## src/rtl/fpu_pkg.sv

```systemverilog
// Shared floating-point constants, the float-to-int stage payload and the S1 unpack/align helper.
package fpu_pkg;

  localparam int unsigned EXP_W = 8;
  localparam int unsigned MAN_W = 23;
  localparam int unsigned INT_W = 32;
  localparam int unsigned SIG_W = MAN_W + 1;
  localparam int unsigned ALN_W = INT_W + SIG_W;

  localparam logic [EXP_W-1:0] EXP_BIAS = 8'd127;
  localparam logic [EXP_W-1:0] EXP_INF  = 8'd255;
  localparam logic [INT_W-1:0] INT_MAX  = 32'h7FFF_FFFF;
  localparam logic [INT_W-1:0] INT_MIN  = 32'h8000_0000;

  typedef enum logic [1:0] {
    CLS_NORMAL = 2'd0,
    CLS_ZERO   = 2'd1,
    CLS_SAT    = 2'd2
  } ftoi_cls_e;

  typedef struct packed {
    logic             sign;
    logic [INT_W-1:0] mag;
    logic             guard;
    logic             sticky;
    ftoi_cls_e        cls;
  } ftoi_s1_t;

  // Align {1,man} into a fixed-point word with SIG_W fraction bits so that the
  // integer part, guard bit and sticky bits fall at fixed positions for -1 <= e <= 30.
  function automatic ftoi_s1_t ftoi_unpack(input logic [INT_W-1:0] f);
    ftoi_s1_t         r;
    logic [EXP_W-1:0] ex;
    logic [SIG_W-1:0] sig;
    logic [ALN_W-1:0] wide;
    logic [4:0]       sh;
    ex       = f[INT_W-2:MAN_W];
    sig      = {1'b1, f[MAN_W-1:0]};
    wide     = '0;
    sh       = '0;
    r.sign   = f[INT_W-1];
    r.mag    = '0;
    r.guard  = 1'b0;
    r.sticky = 1'b0;
    r.cls    = CLS_NORMAL;
    if (ex == '0) begin
      r.cls = CLS_ZERO;
    end else if (ex == EXP_INF) begin
      r.cls = CLS_SAT;
      // NaN saturates positive regardless of its sign bit.
      if (f[MAN_W-1:0] != '0) r.sign = 1'b0;
    end else if (ex >= EXP_BIAS + 8'd31) begin
      r.cls = CLS_SAT;
    end else if (ex < EXP_BIAS - 8'd1) begin
      r.cls = CLS_ZERO;
    end else begin
      sh       = 5'(ex - (EXP_BIAS - 8'd1));
      wide     = ALN_W'(sig) << sh;
      r.mag    = wide[ALN_W-1:SIG_W];
      r.guard  = wide[SIG_W-1];
      r.sticky = |wide[SIG_W-2:0];
    end
    return r;
  endfunction

endpackage

```

## src/rtl/ftoi_round.sv

```systemverilog
// S2 combinational round, negate and saturate of an aligned float-to-int magnitude.
module ftoi_round
  import fpu_pkg::*;
#(
  parameter bit ROUND_NEAREST = 1'b1
) (
  input  logic              sign,
  input  logic [INT_W-1:0]  mag,
  input  logic              guard,
  input  logic              sticky,
  input  logic [1:0]        cls,
  output logic [INT_W-1:0]  d_c
);

  logic             inc;
  logic [INT_W-1:0] rmag;

  // Magnitude never exceeds 2^31-1 for e <= 30, so the increment cannot overflow.
  always_comb begin
    inc  = 1'b0;
    rmag = '0;
    d_c  = '0;
    if (ROUND_NEAREST) inc = guard && (sticky || mag[0]);
    rmag = mag + INT_W'(inc);
    case (cls)
      CLS_NORMAL: d_c = (sign && (rmag != '0)) ? (~rmag + INT_W'(1)) : rmag;
      CLS_SAT:    d_c = sign ? INT_MIN : INT_MAX;
      default:    d_c = '0;
    endcase
  end

endmodule

```

## src/rtl/ftoi_pipe.sv

```systemverilog
// Two-stage IEEE-754 single to int32 converter with valid/ready flow control.
module ftoi_pipe
  import fpu_pkg::*;
#(
  parameter bit ROUND_NEAREST = 1'b1
) (
  input  logic              clk,
  input  logic              rstn,
  input  logic              in_valid,
  output logic              in_ready,
  input  logic [INT_W-1:0]  s,
  output logic              out_valid,
  input  logic              out_ready,
  output logic [INT_W-1:0]  d
);

  logic             s1_valid;
  ftoi_s1_t         s1_q;
  logic             s1_adv;
  logic [INT_W-1:0] d_c;

  assign s1_adv   = !out_valid || out_ready;
  assign in_ready = !s1_valid || s1_adv;

  // S1: unpack and align the accepted operand.
  always_ff @(posedge clk or negedge rstn) begin
    if (!rstn) begin
      s1_valid <= 1'b0;
      s1_q     <= '0;
    end else if (in_ready) begin
      s1_valid <= in_valid;
      if (in_valid) s1_q <= ftoi_unpack(s);
    end
  end

  ftoi_round #(
    .ROUND_NEAREST (ROUND_NEAREST)
  ) u_round (
    .sign   (s1_q.sign),
    .mag    (s1_q.mag),
    .guard  (s1_q.guard),
    .sticky (s1_q.sticky),
    .cls    (s1_q.cls),
    .d_c    (d_c)
  );

  // S2: output register, held while the consumer stalls.
  always_ff @(posedge clk or negedge rstn) begin
    if (!rstn) begin
      out_valid <= 1'b0;
      d         <= '0;
    end else if (s1_adv) begin
      out_valid <= s1_valid;
      if (s1_valid) d <= d_c;
    end
  end

endmodule

```

## config.mk

```make
export PLATFORM = sky130hd
export DESIGN_NAME = ftoi_pipe
export DESIGN_NICKNAME = d
export VERILOG_FILES = /design/src/rtl/fpu_pkg.sv /design/src/rtl/ftoi_round.sv /design/src/rtl/ftoi_pipe.sv
export SDC_FILE = /design/constraint.sdc
export NUM_CORES = 1
export LEC_CHECK = 0
export CAP_MARGIN = 25
export CORE_ASPECT_RATIO = 0.6
export CORE_MARGIN = 2
export CORE_UTILIZATION = 30
export CTS_BUF_LIST = sky130_fd_sc_hd__clkbuf_8 sky130_fd_sc_hd__clkbuf_16
export CTS_CLUSTER_DIAMETER = 80
export CTS_CLUSTER_SIZE = 24
export DETAILED_ROUTE_END_ITERATION = 8
export HOLD_SLACK_MARGIN = 0.08
export REMOVE_ABC_BUFFERS = 1
export SLEW_MARGIN = 10
export SYNTH_ARGS = -nofsm -noshare
export SYNTH_HDL_FRONTEND = slang
export SYNTH_SLANG_ARGS = --single-unit
```

## constraint.sdc

```tcl
create_clock -name clk -period 4.4 [get_ports clk]
set_clock_uncertainty 0.15 [all_clocks]
set_input_delay 1.1 -clock clk [delete_from_list [all_inputs] [get_ports clk]]
set_output_delay 1.1 -clock clk [all_outputs]
set_load 0.02 [all_outputs]
```

# Word-level counts from Yosys, hierarchy flattened
# Index checks and enable logic that the tools add are counted.
dict set report classes {
  n_addsub 3
  magnitude_cmp 2
  n_eq_ne 2
  n_shift 1
  n_mux 13
  bitwise 1
  reduce_logical 14
}
# operator count
set op_table {}
lappend op_table {{34-bit two-way mux} 3}
lappend op_table {{32-bit two-way mux} 2}
lappend op_table {{32-bit case mux with 2 select lines} 1}
lappend op_table {{24-bit by 5-bit << shifter with 56-bit output} 1}
lappend op_table {{35-bit two-way mux} 1}
lappend op_table {{32-bit by 1-bit adder with 32-bit output} 1}
lappend op_table {{32-bit by 1-bit adder with 32-bit output, second input constant} 1}
lappend op_table {{32-bit inverter} 1}
lappend op_table {{32-bit nonzero test} 1}
lappend op_table {{23-bit nonzero test} 1}
lappend op_table {{23-bit OR reduction} 1}
lappend op_table {{8-bit == test, second input constant} 1}
lappend op_table {{8-bit greater-or-equal comparator, second input constant} 1}
lappend op_table {{8-bit logical NOT} 1}
lappend op_table {{8-bit by 7-bit < comparator with 1-bit output, second input constant} 1}
lappend op_table {{2-bit two-way mux} 3}
lappend op_table {{5-bit subtractor, second input constant} 1}
lappend op_table {{2-bit AND reduction} 2}
lappend op_table {{1-bit logical OR} 3}
lappend op_table {{1-bit two-way mux} 3}
lappend op_table {{2-bit == test, second input constant} 1}
lappend op_table {{1-bit logical AND} 2}
lappend op_table {{1-bit logical NOT} 2}
lappend op_table {{2-bit logical NOT} 1}
dict set report word_totals {
  ff_bits 71
  inputBits 36
  out_inout_bits 34
  word_cells 44
}

# Depth between registers and ports, before layout
# Gate-level depths: netlist (run 1).
dict set report logic_depth {
  depth_word 7
  ltp_mapped 14
  depth_no_buf 13
}

# By module
# From an unflattened synthesis (run 1), not the netlist that was laid out.
dict set report hier_totals {
  cells_unflattened 745
  area_unflattened_um2 6611.3
}
# mod instances cells_each area_per_inst_um2 seq_area_each_um2
set by_module_without_submodules {}
lappend by_module_without_submodules {ftoi_pipe 1 404 4463.0 1751.7}
lappend by_module_without_submodules {ftoi_round 1 341 2148.3 0.0}

# Least setup slack after synthesis (run 1)
# Ideal clock, no wire load.
dict set report synth_path {
  kind {input to register}
  from {in s[23]}
  to {reg s1_q[2] (netlist name)}
  setup_time_ps 121
  arrival_time_ps 3524
  t_required_ps 4129
  slack_ps 605
  stages 10
  n_path_buf 2
  path_cell_list {clkbuf_1 buf_1 mux4_2 mux2i_1 nor2_1 a21oi_1 nand4_1 o41ai_1 nand2_1 a22o_1}
}
dict set report synth_via {
  elab_chain_cells 7
  word_cells_on_any_way 11
  classes_between {1 x add/sub; 2 x order compare; 1 x eq/ne; 1 x shift; 4 x mux; 2 x reduce/logical}
}
# item line
set synth_lines {}
lappend synth_lines {{from (decl)} ftoi_pipe.sv:11} ;# input logic [INT_W-1:0] s,
lappend synth_lines {{5-bit subtractor} fpu_pkg.sv:57} ;# sh = 5'(ex - (EXP_BIAS - 8'd1));
lappend synth_lines {{24-bit by 5-bit << shifter with 56-bit output} fpu_pkg.sv:58} ;# wide = ALN_W'(sig) << sh;
lappend synth_lines {{23-bit OR reduction} fpu_pkg.sv:61} ;# r.sticky = |wide[SIG_W-2:0];
lappend synth_lines {{34-bit two-way mux} fpu_pkg.sv:54} ;# end else if (ex < EXP_BIAS - 8'd1) begin
lappend synth_lines {{34-bit two-way mux} fpu_pkg.sv:52} ;# end else if (ex >= EXP_BIAS + 8'd31) begin
lappend synth_lines {{34-bit two-way mux} fpu_pkg.sv:48} ;# end else if (ex == EXP_INF) begin
lappend synth_lines {{35-bit two-way mux (*)} fpu_pkg.sv:46} ;# if (ex == '0) begin
lappend synth_lines {{to (signal assigned)} ftoi_pipe.sv:32} ;# if (in_valid) s1_q <= ftoi_unpack(s);
lappend synth_lines {{to (decl)} ftoi_pipe.sv:18} ;# ftoi_s1_t s1_q;
# Every way passes the cells marked *; elsewhere a longest branch is shown, timed or not.
# A chain may end at the register's enable or synchronous reset.

# Worst setup path after layout (run 1)
dict set report layout_path {
  from {reg s1_q[4] (netlist name)}
  to {reg d[1]}
}
dict set report layout_via {
  elab_chain_cells 7
  word_cells_on_any_way 9
  classes_between {2 x add/sub; 2 x mux; 1 x bitwise; 4 x reduce/logical}
}
# item line
set layout_lines {}
lappend layout_lines {{1-bit logical OR} ftoi_round.sv:23} ;# if (ROUND_NEAREST) inc = guard && (sticky || mag[0]);
lappend layout_lines {{1-bit logical AND} ftoi_round.sv:23}
lappend layout_lines {{32-bit by 1-bit adder with 32-bit output (*)} ftoi_round.sv:24} ;# rmag = mag + INT_W'(inc);
lappend layout_lines {{32-bit inverter or 32-bit nonzero test (tied branches)} ftoi_round.sv:26} ;# CLS_NORMAL: d_c = (sign && (rmag != '0)) ? (~rmag + INT_W'(1)) : rmag;
lappend layout_lines {{32-bit by 1-bit adder with 32-bit output or 1-bit logical AND (tied branches)} ftoi_round.sv:26}
lappend layout_lines {{32-bit two-way mux (*)} ftoi_round.sv:26}
lappend layout_lines {{32-bit case mux with 2 select lines (*)} ftoi_round.sv:25} ;# case (cls)
lappend layout_lines {{to (signal assigned)} ftoi_pipe.sv:51} ;# d <= '0;
lappend layout_lines {{to (signal assigned)} ftoi_pipe.sv:54} ;# if (s1_valid) d <= d_c;
lappend layout_lines {{to (decl)} ftoi_pipe.sv:14} ;# output logic [INT_W-1:0] d
# Marked as above.

==> reports/results.tsv, run 1 <==
metric	value	unit
status	completed	
first_pass_iters	6	
cp_common_cell	ha_1	
layout_min_cycle_time	4.16	ns
synth_top_family_by_area	simple AND/OR/NAND/NOR gates	
core	18900	um2
layout_commonest_cell	nand2_1	
grt_max_degree	71	
async_flop_share	1.00	
tightest_slew	0.889	ns
yosys_warnings	0	
yosysTopAreaCellShare	0.305	
clkTransAtPathRegs	0.06	ns
path_buf_inv	2	
remaining_drc_errors	0	
syn_avg_cell_area	8.67	um2
cp_slowest_stage_delay	0.58	ns
first_iter_violations	640	
area_growth	22.8	%
clock_latency	0.34	ns
rsz0062_at_grt	no	
finalWorstSetupSlack	0.238	ns
critical_path.startpoint_type	flop	
setup_viol	0	
yosys.area_share.simple	0.224	
drv_cap	0	
synth_area_leader_cell	dfrtp_1	
cts_tree	yes	
synthMuxAreaShare	0.111	
synth-edff-count	0	
dpl.hpwl	14300	um
cts_hold_buf	0	
cp.required	4.48	ns
dieArea	20300	um2
die_y	111	um
antenna_left	0	
io_buffer_count	69	
cts.sinks	70	
reg2reg_setup_slack	0.24	ns
path_delay_family	simple AND/OR/NAND/NOR gates	
track_usage	0.189	
drive_above_1_share	0.121	
root_buffer	clkbuf_16	
antenna_found_initial	0	
slew_headroom	0.407	
utilization	0.373	
cp_data_arrival_time	4.24	ns
grt_pass1_vias	5162	
cts_inserted_buffers	9	
worstPathCellList	o21a_1 -> ha_1 -> ha_1 -> inv_1 -> ha_1 -> nand2_1 -> or4_4 -> and4bb_1 -> nand4_2 -> o41ai_4 -> buf_12 -> mux2_2 -> a221o_1	
pin_count	70	
final_cell_mix	nand2_1, dfrtp_1, clkdlybuf4s50_1	
hp-class	reg2reg	
slowest_stage	or4_4	
antennaDiodeCount	0	
pre_cts_ws	0.155	ns
end_kind	flop	
synthCells	662	
peakVddDrop	0.167	mV
synth_xor_area_frac	0.0837	
clk_path_buf_depth	2	
p_per_area	360	nW/um2
drv_slew	0	
yosys-top-cells-area	dfrtp_1, mux4_2, nand2_1	
vias	5494	
hold_viol	0	
initial_core_util	0.304	
grt_first_pass_wirelength	30000	um
ys.flop_type	dfrtp_1	
worstPathMaxFanout	24	
ys_seq_elements	70	
ys_types	75	
synth_fa_ha_area_frac	0.0109	
nets	764	
viasPerCell	5.64	
finalCritPeriodShare	0.946	
fmax	0.240	GHz
wl	18600	um
htreeDepth	3	
dieWidth	183	um
p_leak	0.00283	uW
place.gp.congestion	0.917	
yosysSeqAreaShare	0.305	
critPathKind	reg2reg	
wire_per_inst	19.1	um
synth_compound_area_frac	0.222	
grt_overflow	0	
fin_tns_setup	0	ns
syn-cell-area	5740	um2
finalPower	2540	uW
row_count	39	
tightest hold or removal path, cell delays in order, from the launching register on:
cell,delay (ns)
dfrtp_1,0.34
nand2_1,0.05
o31ai_1,0.05
final timing paths:
path,startpoint,to,cells after the start
setup / recovery,s1_q[4],d[1],13
hold reg to reg,d[0],d[0],2
min in group asynchronous,rstn,s1_q[0],2
hold / removal,d[0],d[0],2
max in group asynchronous,rstn,d[21],2
setup reg to reg,s1_q[4],d[1],13
power by group:
part           total (uW)  leakage, uW  switching (uW)  internal (uW)
clock                 677     0.000148             270            407
combinational        1040      0.00176             581            460
sequential            818     0.000926            79.8            738
total                2540      0.00283             931           1600
metrics by stage:
stage	hold slack (ns)	instance area [um2]	cells
final	0.327	7050	974
after global routing	0.364	7050	974
after CTS	0.333	7020	973
after detailed placement	0.321	6740	957
after global placement	0.317	6740	957
after floorplan	0.321	5530	615
final cells by class:
class                      count  area, um2
clock buffer                  11        253
clock inverter                 5       26.3
sequential                    70       1750
fill                        1899      11800
multi-input combinational    535       3770
inverter                      10       37.5
tap                          246        308
timing repair buffer          97        903
metal layers:
layer / global-route usage / vias up / share of wire
li1: - / 2622 / -
met4: 0.0285 / 0 / 0.0060
met1: 0.324 / 2641 / 0.56
met2: 0.230 / 222 / 0.36
met3: 0.0450 / 9 / 0.077
met5: 0 / - / 0
kinds of logic (layout without fill, tap and decap cells):
kind of cell	count (synthesis)	count (layout)
flops	70	70
xor+xnor	54	54
compound gates	188	188
simple gates	246	246
buf+inv	57	123
fa+ha+maj	5	5
mux	42	42
synth_stat cells (13+ instances only):
cell type,n
nand2_1,93
dfrtp_1,70
o21ai_0,63
a21oi_1,36
clkbuf_1,33
nor2_1,32
xnor2_1,30
xor2_1,23
mux2i_1,22
nand3_1,21
a22o_1,17
mux4_2,17
a31oi_1,16
nor4_1,13
flip-flops by register name (all words and copies together), names as in the netlist:
signal     cells
d             32
out_valid      1
s1_q          36
s1_valid       1
repair_timing:
action	in CTS	in global routing
hold endpoints to repair	0	0
endpoints found under the setup margin	0	9
buffers inserted	0	1
resized for setup	0	3
(Power assumes the default switching activity.)
==> inputs of run 2 (changes only) <==
Settings changed: ABC_AREA set to 1, GPL_TIMING_DRIVEN set to 0.
==> run 2 against run 1 <==
Against the previous run:
- fmax rose by 3.8%
- via count up 26%
- first-iteration DRC count is 6.7% higher
- total power increased by 17%
- largest power group unchanged
==> reports/results.tsv, run 2 <==
metric	value	unit
first_pass_iters	6	
first_iter_violations	683	
finalCritPeriodShare	0.911	
yosysMostFrequentCell	nand2_1	
fmax	0.249	GHz
largest_reg_flops	36	
root_buffer	clkbuf_16	
htreeDepth	3	
antenna_left	0	
top_register	s1_q	
status	completed	
syn-cell-area	6440	um2
peakVddDrop	0.207	mV
pin_count	70	
yosys_warnings	0	
yosysTopAreaCellShare	0.272	
remaining_drc_errors	0	
row_count	41	
final_cell_mix	nand2_1, nor2_1, inv_1	
slew_headroom	0.373	
synthTopCellsByCount	nand2_1, nor2_1, inv_1	
ys_seq_elements	70	
placed_cell_area	7350	um2
io_buffer_count	69	
grt_max_degree	45	
antenna_found_initial	0	
wl	20300	um
p_leak	0.00367	uW
wire_per_inst	14.7	um
grt_pass1_vias	6271	
layout_min_cycle_time	4.01	ns
synth_area_leader_cell	dfrtp_1	
syn_avg_cell_area	6.08	um2
yosysSeqAreaShare	0.272	
initial_core_util	0.306	
ys_types	42	
synth-edff-count	0	
place.gp.congestion	0.898	
drive_above_1_share	0.0606	
fillerInstances	2361	
clkTransAtPathRegs	0.06	ns
layout_commonest_cell	nand2_1	
tightest_slew	0.939	ns
clock_latency	0.35	ns
hp-class	reg2reg	
p_per_area	386	nW/um2
track_usage	0.183	
nets	1142	
core	21000	um2
async_flop_share	1.00	
dieArea	22700	um2
cp.required	4.50	ns
yosys-top-cells-area	dfrtp_1, nand2_1, nor2_1	
critPathKind	in2reg	
cts.sinks	70	
antennaDiodeCount	0	
grt_overflow	0	
cts_setup_buffers	0	
worstPathMaxFanout	30	
rsz0062_at_grt	no	
vias	6928	
setup_viol	0	
dieWidth	193	um
ys.flop_type	dfrtp_1	
cts_inserted_buffers	9	
cp_data_arrival_time	4.11	ns
grt_first_pass_wirelength	33800	um
cts_tree	yes	
finalInstanceArea	7690	um2
clk_path_buf_depth	2	
finalPower	2970	uW
critical_path.startpoint_type	input pin	
hold_viol	0	
die_y	118	um
dpl.hpwl	16200	um
end_kind	flop	
synthCells	1060	
utilization	0.366	
area_growth	19.3	%
drv_cap	0	
reg2reg_setup_slack	0.50	ns
drv_slew	0	
viasPerCell	5.01	
reg_top3	s1_q: 36 flops, d: 32 flops	
run 2: cell types whose count changed after synthesis, sizes merged, moves of 29 or more:
cell,previous run,this run
nand3,21,81
xnor2,31,2
nor2,33,134
inv,10,107
nand2,93,400
run 2: final timing paths:
check / cells after the start / startpoint / end
setup / recovery: 7 / s[24] / s1_q[27]
max in group asynchronous: 2 / rstn / d[5]
hold reg to reg: 2 / d[11] / d[11]
min in group asynchronous: 1 / rstn / d[28]
hold / removal: 2 / d[11] / d[11]
setup reg to reg: 19 / s1_q[4] / d[31]
run 2: metal layers:
layer  wire length (um)  share of wire  vias to the layer above  GRT usage
li1                   -              -                     3520          -
met1              11500           0.57                     3196      0.305
met2               7340           0.36                      198      0.235
met3               1280          0.063                       14     0.0372
met4                138         0.0068                        0     0.0301
met5                  0              0                        -          0
run 2: power by group:
| group | leakage, uW | internal, uW | switching, uW |
|---|---|---|---|
| registers | 0.000906 | 773 | 101 |
| clock network | 0.000141 | 452 | 298 |
| logic | 0.00262 | 498 | 845 |
| total | 0.00367 | 1720 | 1240 |
run 2: logic make-up after synthesis:
family,synth area share
simple gates,0.443
buf+inv,0.0934
compound gates,0.130
flops,0.272
xor+xnor,0.0258
mux,0.0264
fa+ha+maj,0.00971
run 2: layout make-up:
cell class	instances	area, um2	area share
Inverter	107	402	0.0522
Clock buffer	10	239	0.0311
Timing Repair Buffer	73	774	0.101
Multi-Input combinational cell	840	4110	0.535
Tap cell	279	349	0.0454
Sequential cell	70	1750	0.228
Clock inverter	5	58.8	0.00765
run 2: through the flow:
step / hold slack (ns) / setup TNS [ns] / worst slack, ns / cells
2_1_floorplan: 0.297 / 0 / 0.336 / 1017
3_3_place_gp: 0.316 / -68.39 / -1.82 / 1365
3_5_place_dp: 0.314 / -15.90 / -0.611 / 1368
4_1_cts: 0.331 / 0 / 0.0713 / 1383
5_1_grt: 0.349 / 0 / 0.0244 / 1384
6_report: 0.324 / 0 / 0.391 / 1384
run 2: critical path, cell delays in order:
cell	delay (ns)
dlymetal6s2s_1	0.67
inv_1	0.64
a41oi_1	0.40
nand2_1	0.11
nor2_1	0.35
nand2_2	0.46
o32ai_1	0.37
run 2: repair_timing:
item / in CTS / in global routing
cloned: 0 / 0
setup endpoints to repair: 31 / 31
pin swaps: 0 / 0
resized for setup: 2 / 2
hold buffers: 0 / 0
hold endpoints to repair: 0 / 0
